--- config.mk ---
export PLATFORM = sky130hd
export DESIGN_NAME = booth_seq_multiplier
export DESIGN_NICKNAME = d
export VERILOG_FILES = /design/src/rtl/booth_mul_pkg.sv /design/src/rtl/booth_addsub.sv /design/src/rtl/booth_seq_multiplier.sv
export SDC_FILE = /design/constraint.sdc
export NUM_CORES = 1
export LEC_CHECK = 0
export BUFFER_PORTS_ARGS = -buffer_cell sky130_fd_sc_hd__buf_2
export CORE_ASPECT_RATIO = 1.75
export CORE_MARGIN = 4
export CORE_UTILIZATION = 60
export DETAILED_ROUTE_END_ITERATION = 8
export GPL_TIMING_DRIVEN = 0
export PLACE_DENSITY = 0.83
export SKIP_LAST_GASP = 1
export SYNTH_ARGS = -nofsm -noshare
export SYNTH_HDL_FRONTEND = slang
export SYNTH_HIERARCHICAL = 1
export SYNTH_SLANG_ARGS = --single-unit
--- constraint.sdc ---
create_clock -name clk -period 4.79 [get_ports clk]
set_clock_uncertainty 0.05 [all_clocks]
set_input_delay 0.2395 -clock clk [delete_from_list [all_inputs] [get_ports clk]]
set_output_delay 0.2395 -clock clk [all_outputs]
set_load 0.01 [all_outputs]
--- src/rtl/booth_mul_pkg.sv ---
// Shared constants for the sequential radix-2 Booth multiplier.
//   - FSM state encodings (2-bit)
//   - Booth step operation codes, formed as {q[0], q_m1}
package booth_mul_pkg;

    localparam logic [1:0] S_IDLE = 2'd0;
    localparam logic [1:0] S_CALC = 2'd1;
    localparam logic [1:0] S_DONE = 2'd2;

    localparam logic [1:0] OP_NOP = 2'b00;
    localparam logic [1:0] OP_ADD = 2'b01;
    localparam logic [1:0] OP_SUB = 2'b10;

endpackage

--- src/rtl/booth_addsub.sv ---
// Booth step adder/subtractor (combinational).
// Ports:
//   acc  in  W  current accumulator
//   m    in  W  sign-extended multiplicand
//   op   in  2  Booth op code {q[0], q_m1}
//   sum  out W  acc, acc+m or acc-m
module booth_addsub
    import booth_mul_pkg::*;
#(
    parameter int W = 9
) (
    input  logic [W-1:0] acc,
    input  logic [W-1:0] m,
    input  logic [1:0]   op,
    output logic [W-1:0] sum
);

    // Codes 00 and 11 both mean "no change" in radix-2 Booth recoding.
    always_comb begin
        sum = acc;
        case (op)
            OP_NOP:  sum = acc;
            OP_ADD:  sum = acc + m;
            OP_SUB:  sum = acc - m;
            default: sum = acc;
        endcase
    end

endmodule

--- src/rtl/booth_seq_multiplier.sv ---
// Sequential radix-2 Booth signed multiplier: one Booth step per clock,
// N steps per product, one-cycle done pulse.
// Ports:
//   clk      in   1   rising-edge clock
//   rst_n    in   1   asynchronous active-low reset
//   start    in   1   request, accepted only in IDLE or DONE
//   a        in   N   signed multiplicand
//   b        in   N   signed multiplier
//   busy     out  1   high while iterating
//   done     out  1   one-cycle completion pulse
//   product  out  2N  signed a*b, held until the next completion
module booth_seq_multiplier
    import booth_mul_pkg::*;
#(
    parameter int N = 8
) (
    input  logic           clk,
    input  logic           rst_n,
    input  logic           start,
    input  logic [N-1:0]   a,
    input  logic [N-1:0]   b,
    output logic           busy,
    output logic           done,
    output logic [2*N-1:0] product
);

    localparam int CW = (N > 2) ? $clog2(N) : 1;
    localparam logic [CW-1:0] CNT_LAST = CW'(N - 1);

    logic [1:0]    state, state_next;
    // Accumulator is one bit wider than the operands so that subtracting
    // m = -2^(N-1) cannot overflow.
    logic [N:0]    acc, m, sum, acc_next;
    logic [N-1:0]  q, q_next;
    logic          q_m1;
    logic [CW-1:0] cnt;
    logic          load, last_step;

    assign load      = start && (state == S_IDLE || state == S_DONE);
    assign last_step = (state == S_CALC) && (cnt == CNT_LAST);

    booth_addsub #(.W(N + 1)) u_addsub (
        .acc (acc),
        .m   (m),
        .op  ({q[0], q_m1}),
        .sum (sum)
    );

    // Arithmetic right shift of {sum, q, q_m1}.
    assign acc_next = {sum[N], sum[N:1]};
    assign q_next   = {sum[0], q[N-1:1]};

    // State register
    always_ff @(posedge clk or negedge rst_n) begin
        if (!rst_n) state <= S_IDLE;
        else        state <= state_next;
    end

    // Next-state logic
    always_comb begin
        state_next = state;
        case (state)
            S_IDLE:  state_next = start ? S_CALC : S_IDLE;
            S_CALC:  state_next = last_step ? S_DONE : S_CALC;
            S_DONE:  state_next = start ? S_CALC : S_IDLE;
            default: state_next = S_IDLE;
        endcase
    end

    // Outputs are pure decodes of the state register, so they are
    // glitch-free and mutually exclusive.
    always_comb begin
        busy = (state == S_CALC);
        done = (state == S_DONE);
    end

    // Datapath
    always_ff @(posedge clk or negedge rst_n) begin
        if (!rst_n) begin
            acc     <= '0;
            m       <= '0;
            q       <= '0;
            q_m1    <= 1'b0;
            cnt     <= '0;
            product <= '0;
        end else if (load) begin
            m    <= {a[N-1], a};
            acc  <= '0;
            q    <= b;
            q_m1 <= 1'b0;
            cnt  <= '0;
        end else if (state == S_CALC) begin
            acc  <= acc_next;
            q    <= q_next;
            q_m1 <= q[0];
            cnt  <= cnt + 1'b1;
            // Top bit of acc_next is only a sign copy once the product fits 2N bits.
            if (last_step) product <= {acc_next[N-1:0], q_next};
        end
    end

endmodule

# Word-level counts from Yosys, hierarchy flattened
# Cells that the tools add are included.
# op_classes
n_addsub	3
mul	0
div	0
n_lt_le_gt_ge	0
eq_ne	5
n_shift	0
mux	12
bitwise_logic	1
reduce_logical	7
# op_table
operator	count
$mux 9	2
$pmux 9 s2	1
$mux 8	2
$add 9x9->9	1
$sub 9x9->9	1
$mux 3	2
$eq 2x1->1 const B	2
$eq 2x2->1 const B	2
$pmux 2 s2	1
$add 3x1->3 const B	1
$eq 3x3->1 const B	1
$mux 1	3
$reduce_and 3->1	1
$logic_and 1x1->1	2
$logic_not 2->1	1
$mux 2	1
$reduce_bool 2->1	1
$reduce_or 2->1	1
$logic_or 1x1->1	1
$not 1->1	1
# totals
ff_bits	47
latch_bits	0
ramBits	0
rom_bits	0
in_bits	19
output_inout_bits	18
word_cells	35
memories	0

# Depth between registers and ports, before layout
# Gate-level depths: netlist of run 1.
# logic_depth
word_depth	5
depth_mapped	13
ltp_nobuf	12

# Modules after synthesis
# Netlist of run 1, hierarchy kept.
# by_module_without_submodules
mod	n_inst	cells_each	area_per_inst_um2	seq_area_each_um2
booth_seq_multiplier	1	138	2090.8	1151.1
booth_addsub	1	93	666.9	0.0

# Worst setup path before layout of run 1
# Ideal clock, no wire load.
# synth_timing
kind	register to register
from	register q_m1
to	register acc[7]
setup_time_ns	0.121
arrival_ns	2.634
required_ns	4.619
slack_ns	1.985
stages_incl_launch_ff	13
path_buffers	1
synth_period_minus_slack_ns	2.805
cell_sequence	dfrtp_1 -> inv_1 -> ha_1 -> clkbuf_1 -> mux2i_1 -> fa_1 -> a211oi_2 -> o21ai_0 -> and4_1 -> nor3_2 -> xor2_1 -> mux2_2 -> a22o_1
# synth_between
elab_chain_len	4
word_cells_on_any_way	5
cone_classes	eq/ne: 2; mux: 3
# synth_rtl
element	line	source
start: declaration	booth_seq_multiplier.sv:35	logic q_m1;
start signal: assignment	booth_seq_multiplier.sv:95	q_m1 <= q[0];
$eq 2x2->1 or $eq 2x1->1 (tied branches)	booth_addsub.sv:21	case (op)
$pmux 9 s2 (*)	booth_addsub.sv:21	
named net sum[8]	booth_seq_multiplier.sv:33	logic [N:0] acc, m, sum, acc_next;
$mux 9 (*)	booth_seq_multiplier.sv:92	end else if (state == S_CALC) begin
$mux 9 (*)	booth_seq_multiplier.sv:86	end else if (load) begin
end signal: assignment	booth_seq_multiplier.sv:93	acc <= acc_next;
end: declaration	booth_seq_multiplier.sv:33	
# The timed path passes the listed nets; every way through them passes the cells marked *. The select of a mux whose other input is x is not followed.
# A chain may end at the register's enable or synchronous reset.

# Final worst setup path of run 1
# layout_timing
from	register q_m1
to	register acc[6]
# Same word-level chain as after synthesis.

==> metrics.txt, run 1 <==
First-pass DRT Iterations=4; critical path class=register to register; post-CTS sizing=0; vias in the first global route=2,035; slowest cell delay on critical path=between 0.4 and 0.5 ns; Worst Reg-to-Reg Cells=12; fin. max-slew vios=0; post-synthesis mux area share=25.4%; Async S/R FF share, synth=100%; DRC=0; Post-Synth Adder-Cell Area=between 6 and 7%; WL final=5.58 mm; Synth Cell Area=0.00276 mm^2; Initial Util=62.0%; YS warnings=6; Simple-Gate Fraction of Synth Area=7.40%; Final Hold Viols=0; largest net degree at the start of global routing=47; area delta synth->final=13.8%; minimum clock period=between 3 and 4 ns; Most Frequent Cell on Critical Path=ha_1; most frequent cells in the layout=46 x dfrtp_1, 39 x buf_2, 27 x mux2_2, 26 x mux2i_1; Routed wire per std cell=17.2 um; clock latency on the worst-skew pair=0.30 ns; Clock transition at path regs=0.09 ns; period utilization=67.2%; Setup violations, final=0; syn_area_per_cell=11.9 um^2; Post-Syn Nets=263; CTS H-tree depth=2; flops & latches, synth=46; Synth Area in XOR/XNOR=3.49%; DRT iter0 DRCs=45; Sink Count=46; commonest non-fill, non-tap cell in the layout=dfrtp_1; max-cap check violation count=0; die height=a little under 100 um; Vias/cell=5.85; Cells after Synth=about 230; Setup Buffers After CTS=0; Synth Flop Type=dfrtp_1; Yosys top cell by area=dfrtp_1; share of cells above drive strength 1=33.9%; Core Region=between 0.004 and 0.005 mm^2; sequential fraction of the synthesis area=between 40% and 50%; FMAX=311 MHz; number of synthesized flops with an enable pin=0; total CTS buffers=5; first-pass GRT wire length=roughly 9.7 mm; Yosys cell types=43; CP max FO=9; Final Worst Setup Slack=1.57 ns; setup TNS=0 ns; Max stage delay cell, worst path=dfrtp_1; final net count=305; hold-fix buffers at CTS=0; CTS max path bufs=2; worst endpoint required time=around 5 ns; GP Congestion=roughly 0.87; # rows=32; GRT Total Usage=a little over a fifth; via count=1,901; startpoint types=register; Area contributors post-synth=dfrtp_1 42%, mux2_2 11%, mux2i_1 9.4%, ha_1 5.4%, mux2_4 4.9%; Die Wd=59.2 um; die area=0.00579 mm^2; endpoint class of the critical path=register; clk root buf=clkbuf_8; max_slew headroom=33.0%; initial antenna violation count=0; critical-path cell list=inv_1 -> ha_1 -> clkbuf_1 -> mux2i_1 -> ha_1 -> nor2b_1 -> o21ai_1 -> a21boi_1 -> o311a_1 -> a211oi_1 -> mux2_2 -> a22o_1; RSZ-0062 raised after global routing=no; pre-CTS setup slack=roughly 1.7 ns; post-DP HPWL=just under 4 mm; main combinational cell family by area after synthesis=multiplexers; Hold Path Class=input pin to async pin; worst-margin pin slew=1.00 ns; port buffer count=35; CTS tree=built; post-synth top area share=41.7%; outcome=finished clean; antenna-violating nets left=0; I/O Pins=37; Compound-Gate Fraction of Synth Area=11.4%; total gr overflow=0; Worst EP arrival=3.41 ns; diodes inserted=0
per-stage QoR:
stage | instances | util (%) | cell area (um^2) | hold slack [ns]
6_report | 325 | 70.6 | 3140 | 0.0517
5_1_grt | 325 | 70.6 | 3140 | 0.104
4_1_cts | 325 | 70.6 | 3140 | 0.0950
3_5_place_dp | 317 | 67.4 | 3000 | 0.424
3_3_place_gp | 317 | 67.4 | 3000 | 0.403
2_1_floorplan | 231 | - | 2760 | -0.106
flip-flops by register name (all words and copies together) (netlist names):
name     cells
acc          8
cnt          3
m            8
product     16
q            8
q_m1         1
state        2
cell usage after synthesis (3+ instances only):
master	count
a21oi_1	4
xor2_1	3
o21ai_1	3
o21ai_0	5
xnor2_1	8
buf_4	3
nor3_1	4
mux2i_1	26
nand2_1	7
dfrtp_1	46
mux2_2	27
ha_1	12
nor2b_1	6
buf_6	3
buf_2	4
a22o_1	12
nor2_1	7
mux2_4	9
inv_1	9
layout make-up:
| cell class | instances | area, um^2 |
|---|---|---|
| sequential | 46 | 1150 |
| tap | 51 | 63.8 |
| timing repair buffer | 35 | 175 |
| inverter | 9 | 33.8 |
| buffer | 13 | 87.6 |
| clock inverter | 2 | 60.1 |
| multi-input combinational | 163 | 1490 |
| clock buffer | 6 | 82.6 |
| fill | 319 | 1310 |
metal layers:
metal | GRT usage (%) | share of wire (%)
met5 | 0 | 0
met4 | 6.28 | 1.4
met3 | 3.46 | 3.1
met2 | 37.4 | 55
met1 | 26.2 | 40
final timing paths:
path                                 start     endpoint  slack (ns)
min in group clk                      a[4]         m[4]        0.11
worst min-delay path                 rst_n  product[13]        0.05
max in group asynchronous            rst_n         q[0]        4.01
worst min register to register  product[2]   product[2]        0.45
worst max-delay path                  q_m1       acc[6]        1.57
worst max register to register        q_m1       acc[6]        1.57
kinds of logic after synthesis:
kind of cell	after synthesis
multiplexers	62
adder cells (fa/ha/maj)	13
AND/OR/NAND/NOR	34
AO/OA/AOI/OAI	43
flip-flops	46
buffers and inverters	22
XOR/XNOR	11
critical path: cells and delay by family (launching register included):
kind / cells / cell delay (ns)
fa+ha+maj: 2 / 0.43
simple gates: 1 / 0.14
buf+inv: 2 / 0.38
mux: 2 / 0.62
compound gates: 5 / 1.12
flops: 1 / 0.42
Power of run 1 is not shown: default switching activity piles up to over one toggle a cycle in this logic, so the estimate is an artifact.
==> run 2: changes to the inputs <==
Settings changed: ABC_AREA from default to 1, CORE_UTILIZATION 60 to 57, PLACE_DENSITY 0.83 to 0.79.
Clock period 4.79 ns to 3.2 ns, I/O delays scaled along.
==> run 2 against run 1 <==
The flow now finishes with violations (hold timing); cell count is 39% higher; area after synthesis is 3.1% lower; first-iteration DRC count is 120% higher; die area is 1.8% higher; maximum frequency is 22% higher; via count is 25% higher; sequential share of layout area is 0.61 points higher; clock-buffer cell count stayed put; routed wire length is 9.0% higher.
==> metrics.txt, run 2 <==
FF-to-FF End=product[15] (was acc[6]); die area=0.00589 mm^2 (was 0.00579 mm^2); Initial Util=59.6% (was 62.0%); largest net degree at the start of global routing=47 (unchanged); outcome=finished, violations left (was finished clean); # rows=32 (unchanged); First-pass DRT Iterations=5 (was 4); Vias/cell=5.26 (was 5.85); Synth Flop Type=dfrtp_1 (unchanged); FMAX=380 MHz (was 311 MHz); vias in the first global route=2,421 (was 2,035); Yosys top cell by area=dfrtp_1 (unchanged); Area contributors post-synth=dfrtp_1 43%, nand2_1 23%, nand3_1 7.3%, ha_1 5.6%, inv_1 3.9% (was dfrtp_1 42%, mux2_2 11%, mux2i_1 9.4%, ha_1 5.4%, mux2_4 4.9%); area of the multi-input gates=0.00131 mm^2 (was 0.00149 mm^2); critical path class=register to register (unchanged); post-layout util=68.9% (was 70.6%); Layout fillers=405 (was 319); total CTS buffers=5 (unchanged); startpoint types=register (unchanged); Post-Syn Nets=385 (was 263); clk root buf=clkbuf_8 (unchanged); count leader, synth=nand2_1 (was dfrtp_1); Yosys cell types=28 (was 43); YS warnings=6 (unchanged); DRT iter0 DRCs=101 (was 45); Final Hold Viols=41 (was 0); I/O Pins=37 (unchanged); failing checks=hold timing; via count=2,371 (was 1,901); sequential fraction of the synthesis area=43.1% (was 41.7%); period utilization=82.3% (was 67.2%); worst endpoint required time=3.34 ns (was 4.98 ns); max_slew headroom=32.3% (was 33.0%); minimum clock period=2.63 ns (was 3.22 ns); RSZ-0062 raised after global routing=no (unchanged); Routed wire per std cell=13.5 um (was 17.2 um); GP Congestion=0.890 (was 0.869); Cells after Synth=353 (was 231); Sink Count=46 (unchanged); CTS max path bufs=2 (unchanged); initial antenna violation count=0 (unchanged); CTS H-tree depth=2 (unchanged); DRC=0 (unchanged); largest reg by FF count=product (unchanged); Hold Path Class=input pin to async pin (unchanged); flops & latches, synth=46 (unchanged); Worst EP arrival=2.77 ns (was 3.41 ns); Core Region=0.00448 mm^2 (was 0.00444 mm^2); CP max FO=7 (was 9); max-cap check violation count=0 (unchanged); area delta synth->final=15.6% (was 13.8%); WL final=6.08 mm (was 5.58 mm); endpoint class of the critical path=register (unchanged); FF/Latch Area=0.00115 mm^2 (unchanged); syn_area_per_cell=7.57 um^2 (was 11.9 um^2); most instantiated cells after synthesis=162 x nand2_1, 46 x dfrtp_1, 39 x nand3_1, 28 x inv_1 (was 46 x dfrtp_1, 27 x mux2_2, 26 x mux2i_1, 12 x a22o_1, 12 x ha_1); diodes inserted=0 (unchanged); first-pass GRT wire length=10.6 mm (was 9.69 mm); R2R setup slack=0.57 ns (was 1.57 ns); post-synth top area share=43.1% (was 41.7%); total gr overflow=0 (unchanged); die height=98.6 um (was 97.7 um); GRT Total Usage=23.1% (was 21.5%); FF-to-FF Start=q_m1 (unchanged); Setup violations, final=0 (unchanged); worst-margin pin slew=1.02 ns (was 1.00 ns); fin. max-slew vios=0 (unchanged); post-DP HPWL=4.53 mm (was 3.94 mm); CTS tree=built (unchanged); port buffer count=36 (was 35); Die Wd=59.8 um (was 59.2 um); most frequent cells in the layout=162 x nand2_1, 46 x dfrtp_1, 40 x buf_2, 39 x nand3_1, 28 x inv_1 (was 46 x dfrtp_1, 39 x buf_2, 27 x mux2_2, 26 x mux2i_1); number of synthesized flops with an enable pin=0 (unchanged); Synth Cell Area=0.00267 mm^2 (was 0.00276 mm^2); share of cells above drive strength 1=17.3% (was 33.9%); Clock transition at path regs=0.09 ns (about the same); final net count=431 (was 305); max reg flops=16 (unchanged); Async S/R FF share, synth=100% (unchanged); Worst Reg-to-Reg Cells=16 (was 12); antenna-violating nets left=0 (unchanged); commonest non-fill, non-tap cell in the layout=nand2_1 (was dfrtp_1); Hold WS=-0.0220 ns (was 0.0517 ns); setup TNS=0 ns (unchanged); clock latency on the worst-skew pair=0.30 ns (about the same)
-- run 2: area by class of cell --
| class | instances | share of cell area, % |
|---|---|---|
| tap | 51 | 2.07 |
| clock buffer | 6 | 2.67 |
| multi-input combinational | 265 | 42.3 |
| sequential | 46 | 37.3 |
| buffer | 11 | 3.08 |
| clock inverter | 2 | 1.94 |
| timing repair buffer | 39 | 6.81 |
| inverter | 31 | 3.85 |
-- run 2: worst max-delay path by stage --
| stage | from | to | slack (ns) |
|---|---|---|---|
| final | q_m1 | product[15] | 0.57 |
| after floorplan | q_m1 | acc[7] | 0.99 |
| after detailed placement | q_m1 | product[15] | 0.65 |
| after CTS | q_m1 | product[15] | 0.59 |
| after global routing | m[0] | acc[6] | 0.31 |
| after global placement | q_m1 | product[15] | 0.72 |
-- run 2: per-stage QoR --
step	cells	hold WS (ns)	setup slack, ns	instance area (um^2)
after floorplan	353	-0.186	0.994	2670
after global placement	440	0.305	0.722	2920
after detailed placement	440	0.310	0.648	2920
after CTS	450	0.000194	0.594	3080
after global routing	451	0.00472	0.313	3090
final	451	-0.0220	0.566	3090
-- run 2: timing repair --
item | in CTS | in global routing
buffers inserted | 0 | 0
endpoints found under the hold margin | 2 | 1
hold buffers | 2 | 1
gates resized for setup | 0 | 0
-- run 2: routing by layer --
metal  up-vias  global-route usage, %  wire, um
met5         -                      0         0
met4         0                   13.0       273
met3        17                   2.88       197
met2        49                   39.4      3360
met1      1112                   26.6      2250
li1       1193                      -         -
-- run 2: worst max-delay path, stage by stage (launching register included) --
cell and delay (ns):
dfrtp_1 0.38, inv_1 0.06, ha_1 0.29, inv_2 0.10, nand2_1 0.11, xor2_1 0.16, inv_1 0.07, ha_1 0.31
or2_4 0.27, nand3_1 0.08, nand2_1 0.10, nand3_1 0.12, nand3_1 0.08, nand2_1 0.07, nand2_1 0.11, nand2_1 0.10
nand2_1 0.06
-- run 2: cell families (layout without fill, tap and decap cells) --
| group | after synthesis | in the layout | share of synthesized area, % |
|---|---|---|---|
| DFF | 46 | 46 | 43.1 |
| buffers and inverters | 42 | 89 | 8.01 |
| and+or+nand+nor | 226 | 226 | 36.5 |
| xor gates and xnor gates | 5 | 5 | 1.64 |
| AOI/OAI and AO/OA | 21 | 21 | 4.36 |
| adders and majority gates | 13 | 13 | 6.37 |
Power of run 2 is left out for the same reason.
==> run 3: changes to the inputs <==
Settings changed: CORE_UTILIZATION 57 to 52, PLACE_DENSITY 0.79 to 0.76.
Clock period 3.2 ns to 2.2 ns, I/O delays scaled along.
==> run 3 against run 2 <==
The run ends with setup timing left; sequential cell count unchanged; hold slack better by 0.051 ns; critical path type unchanged; first-iteration DRC count up 17%.
==> metrics.txt, run 3 (synthesis results as in run 2) <==
grt met2 use=41.9% (was 39.4%); post-DP HPWL=4.61 mm (was 4.53 mm); R2R setup slack=-0.21 ns (was 0.57 ns); largest reg by FF count=product (unchanged); area delta synth->final=28.1% (was 15.6%); CTS tree=built (unchanged); die height=103 um (was 98.6 um); end of the critical path=acc[7] (was product[15]); Sink Count=46 (unchanged); fin. max-slew vios=0 (unchanged); CP max FO=3 (was 7); WL final=6.80 mm (was 6.08 mm); worst endpoint required time=2.35 ns (was 3.34 ns); Critical Path Start=m[0] (was q_m1); clk root buf=clkbuf_8 (unchanged); Routed wire per std cell=14.2 um (was 13.5 um); failing checks=setup timing (was hold timing); fin cells=478 (was 451); total gr overflow=0 (unchanged); Worst EP arrival=2.56 ns (was 2.77 ns); Hold Path Class=input pin to register (was input pin to async pin); Clock transition at path regs=0.09 ns (about the same); Initial Util=53.7% (was 59.6%); antenna-violating nets left=0 (unchanged); Hold WS=0.0293 ns (was -0.0220 ns); most frequent cells in the layout=151 x nand2_1, 46 x dfrtp_1, 40 x buf_2, 36 x nand3_1, 22 x inv_1 (was 162 x nand2_1, 46 x dfrtp_1, 40 x buf_2, 39 x nand3_1, 28 x inv_1); max-cap check violation count=0 (unchanged); Die Wd=62.2 um (was 59.8 um); minimum clock period=2.41 ns (was 2.63 ns); vias in the first global route=2,535 (was 2,421); Setup violations, final=8 (was 0); GP Congestion=0.880 (was 0.890); initial antenna violation count=0 (unchanged); share of cells above drive strength 1=28.3% (was 17.3%); largest net degree at the start of global routing=47 (unchanged); Final Hold Viols=0 (was 41); DRC=0 (unchanged); port buffer count=36 (unchanged); critical path class=register to register (unchanged); Core Region=0.00498 mm^2 (was 0.00448 mm^2); # rows=34 (was 32); M1 GR Usage=21.5% (was 26.6%); final net count=455 (was 431); via count=2,519 (was 2,371); diodes inserted=0 (unchanged); CTS H-tree depth=2 (unchanged); max reg flops=16 (unchanged); outcome=finished, violations left (unchanged); fin area=0.00342 mm^2 (was 0.00309 mm^2); die area=0.00639 mm^2 (was 0.00589 mm^2); worst-margin pin slew=1.01 ns (was 1.02 ns); Final Worst Setup Slack=-0.210 ns (was 0.566 ns); first-pass GRT wire length=11.1 mm (was 10.6 mm); GRT met3 Usage=2.73% (was 2.88%); Worst Reg-to-Reg Cells=18 (was 16); DRT iter0 DRCs=118 (was 101); FF-to-FF Start=m[0] (was q_m1); RSZ-0062 raised after global routing=yes (was no); GRT Total Usage=21.5% (was 23.1%); area post-placement=0.00292 mm^2 (about the same); FMAX=415 MHz (was 380 MHz); I/O Pins=37 (unchanged); period utilization=110% (was 82.3%); total CTS buffers=5 (unchanged); endpoint class of the critical path=register (unchanged); Vias/cell=5.27 (was 5.26); clock latency on the worst-skew pair=0.30 ns (about the same); commonest non-fill, non-tap cell in the layout=nand2_1 (unchanged); startpoint types=register (unchanged); CTS max path bufs=2 (unchanged); max_slew headroom=32.5% (was 32.3%); global routing's busiest layer=met2 (unchanged); FF-to-FF End=acc[7] (was product[15]); Post-Place Cells=443 (was 440); First-pass DRT Iterations=4 (was 5)
==> run 3: changes by cell type in the layout (fill, tap and decap cells not counted), moves of 9 or more <==
cell / previous run / this run
nand2_1: 162 / 151
dlygate4sd3_1: 3 / 12
buf_4: 1 / 16
nand2_2: 2 / 11
==> run 3: timing repair <==
item / CTS / global route
resized for setup: 18 / 27
buffers inserted: 10 / 5
hold buffers: 12 / 0
endpoints found under the hold margin: 57 / 0
pin swaps: 15 / 22
endpoints found under the setup margin: 12 / 12
==> run 3: worst min path at each step <==
stage                     endpoint  depth (start not counted)  slack [ns]  start
after floorplan             acc[0]                          0       -0.24  rst_n
after global placement        m[0]                          3        0.25   a[0]
after detailed placement      m[0]                          3        0.26   a[0]
final                         q[4]                          5        0.03   b[4]
after CTS                     q[2]                          5        0.03   b[2]
after global routing          q[2]                          5        0.07   b[2]
==> run 3: routing by layer <==
| layer | part of all wire [%] | vias to the layer above |
|---|---|---|
| li1 | - | 1246 |
| met1 | 37 | 1190 |
| met2 | 57 | 64 |
| met3 | 3.1 | 19 |
| met4 | 3.5 | 0 |
| met5 | 0 | - |
==> run 3: worst max-delay path, stage by stage (launching register included) <==
cell and delay, ns:
dfrtp_1 0.41, inv_2 0.10, ha_4 0.15, nand2_2 0.07, nor2_4 0.10, nor2_2 0.05, xnor2_1 0.14, ha_1 0.41
nand2_4 0.07, nor2_2 0.10, nand3_1 0.10, nand2_2 0.12, inv_2 0.04, nand2_2 0.06, nand3_2 0.07, nand2_2 0.07
nand2_2 0.07, nand2_1 0.07, nand2_1 0.06
==> run 3: final cells by class <==
type	instances	area, um^2
Buffer	11	95.1
Clock buffer	6	82.6
Clock inverter	2	12.5
Fill cell	392	1560
Inverter	31	119
Multi-Input combinational cell	265	1480
Sequential cell	46	1150
Tap cell	54	67.6
Timing Repair Buffer	63	413
==> run 3: metrics by stage <==
| step | TNS (ns) | util, % | worst slack, ns |
|---|---|---|---|
| after floorplan | 0 | - | 0.0305 |
| after global placement | -1.47 | 58.7 | -0.216 |
| after detailed placement | -1.97 | 58.7 | -0.259 |
| after CTS | -0.240 | 66.1 | -0.0761 |
| after global routing | -1.94 | 68.8 | -0.280 |
| final | -0.948 | 68.8 | -0.210 |
Power of run 3 is left out for the same reason.
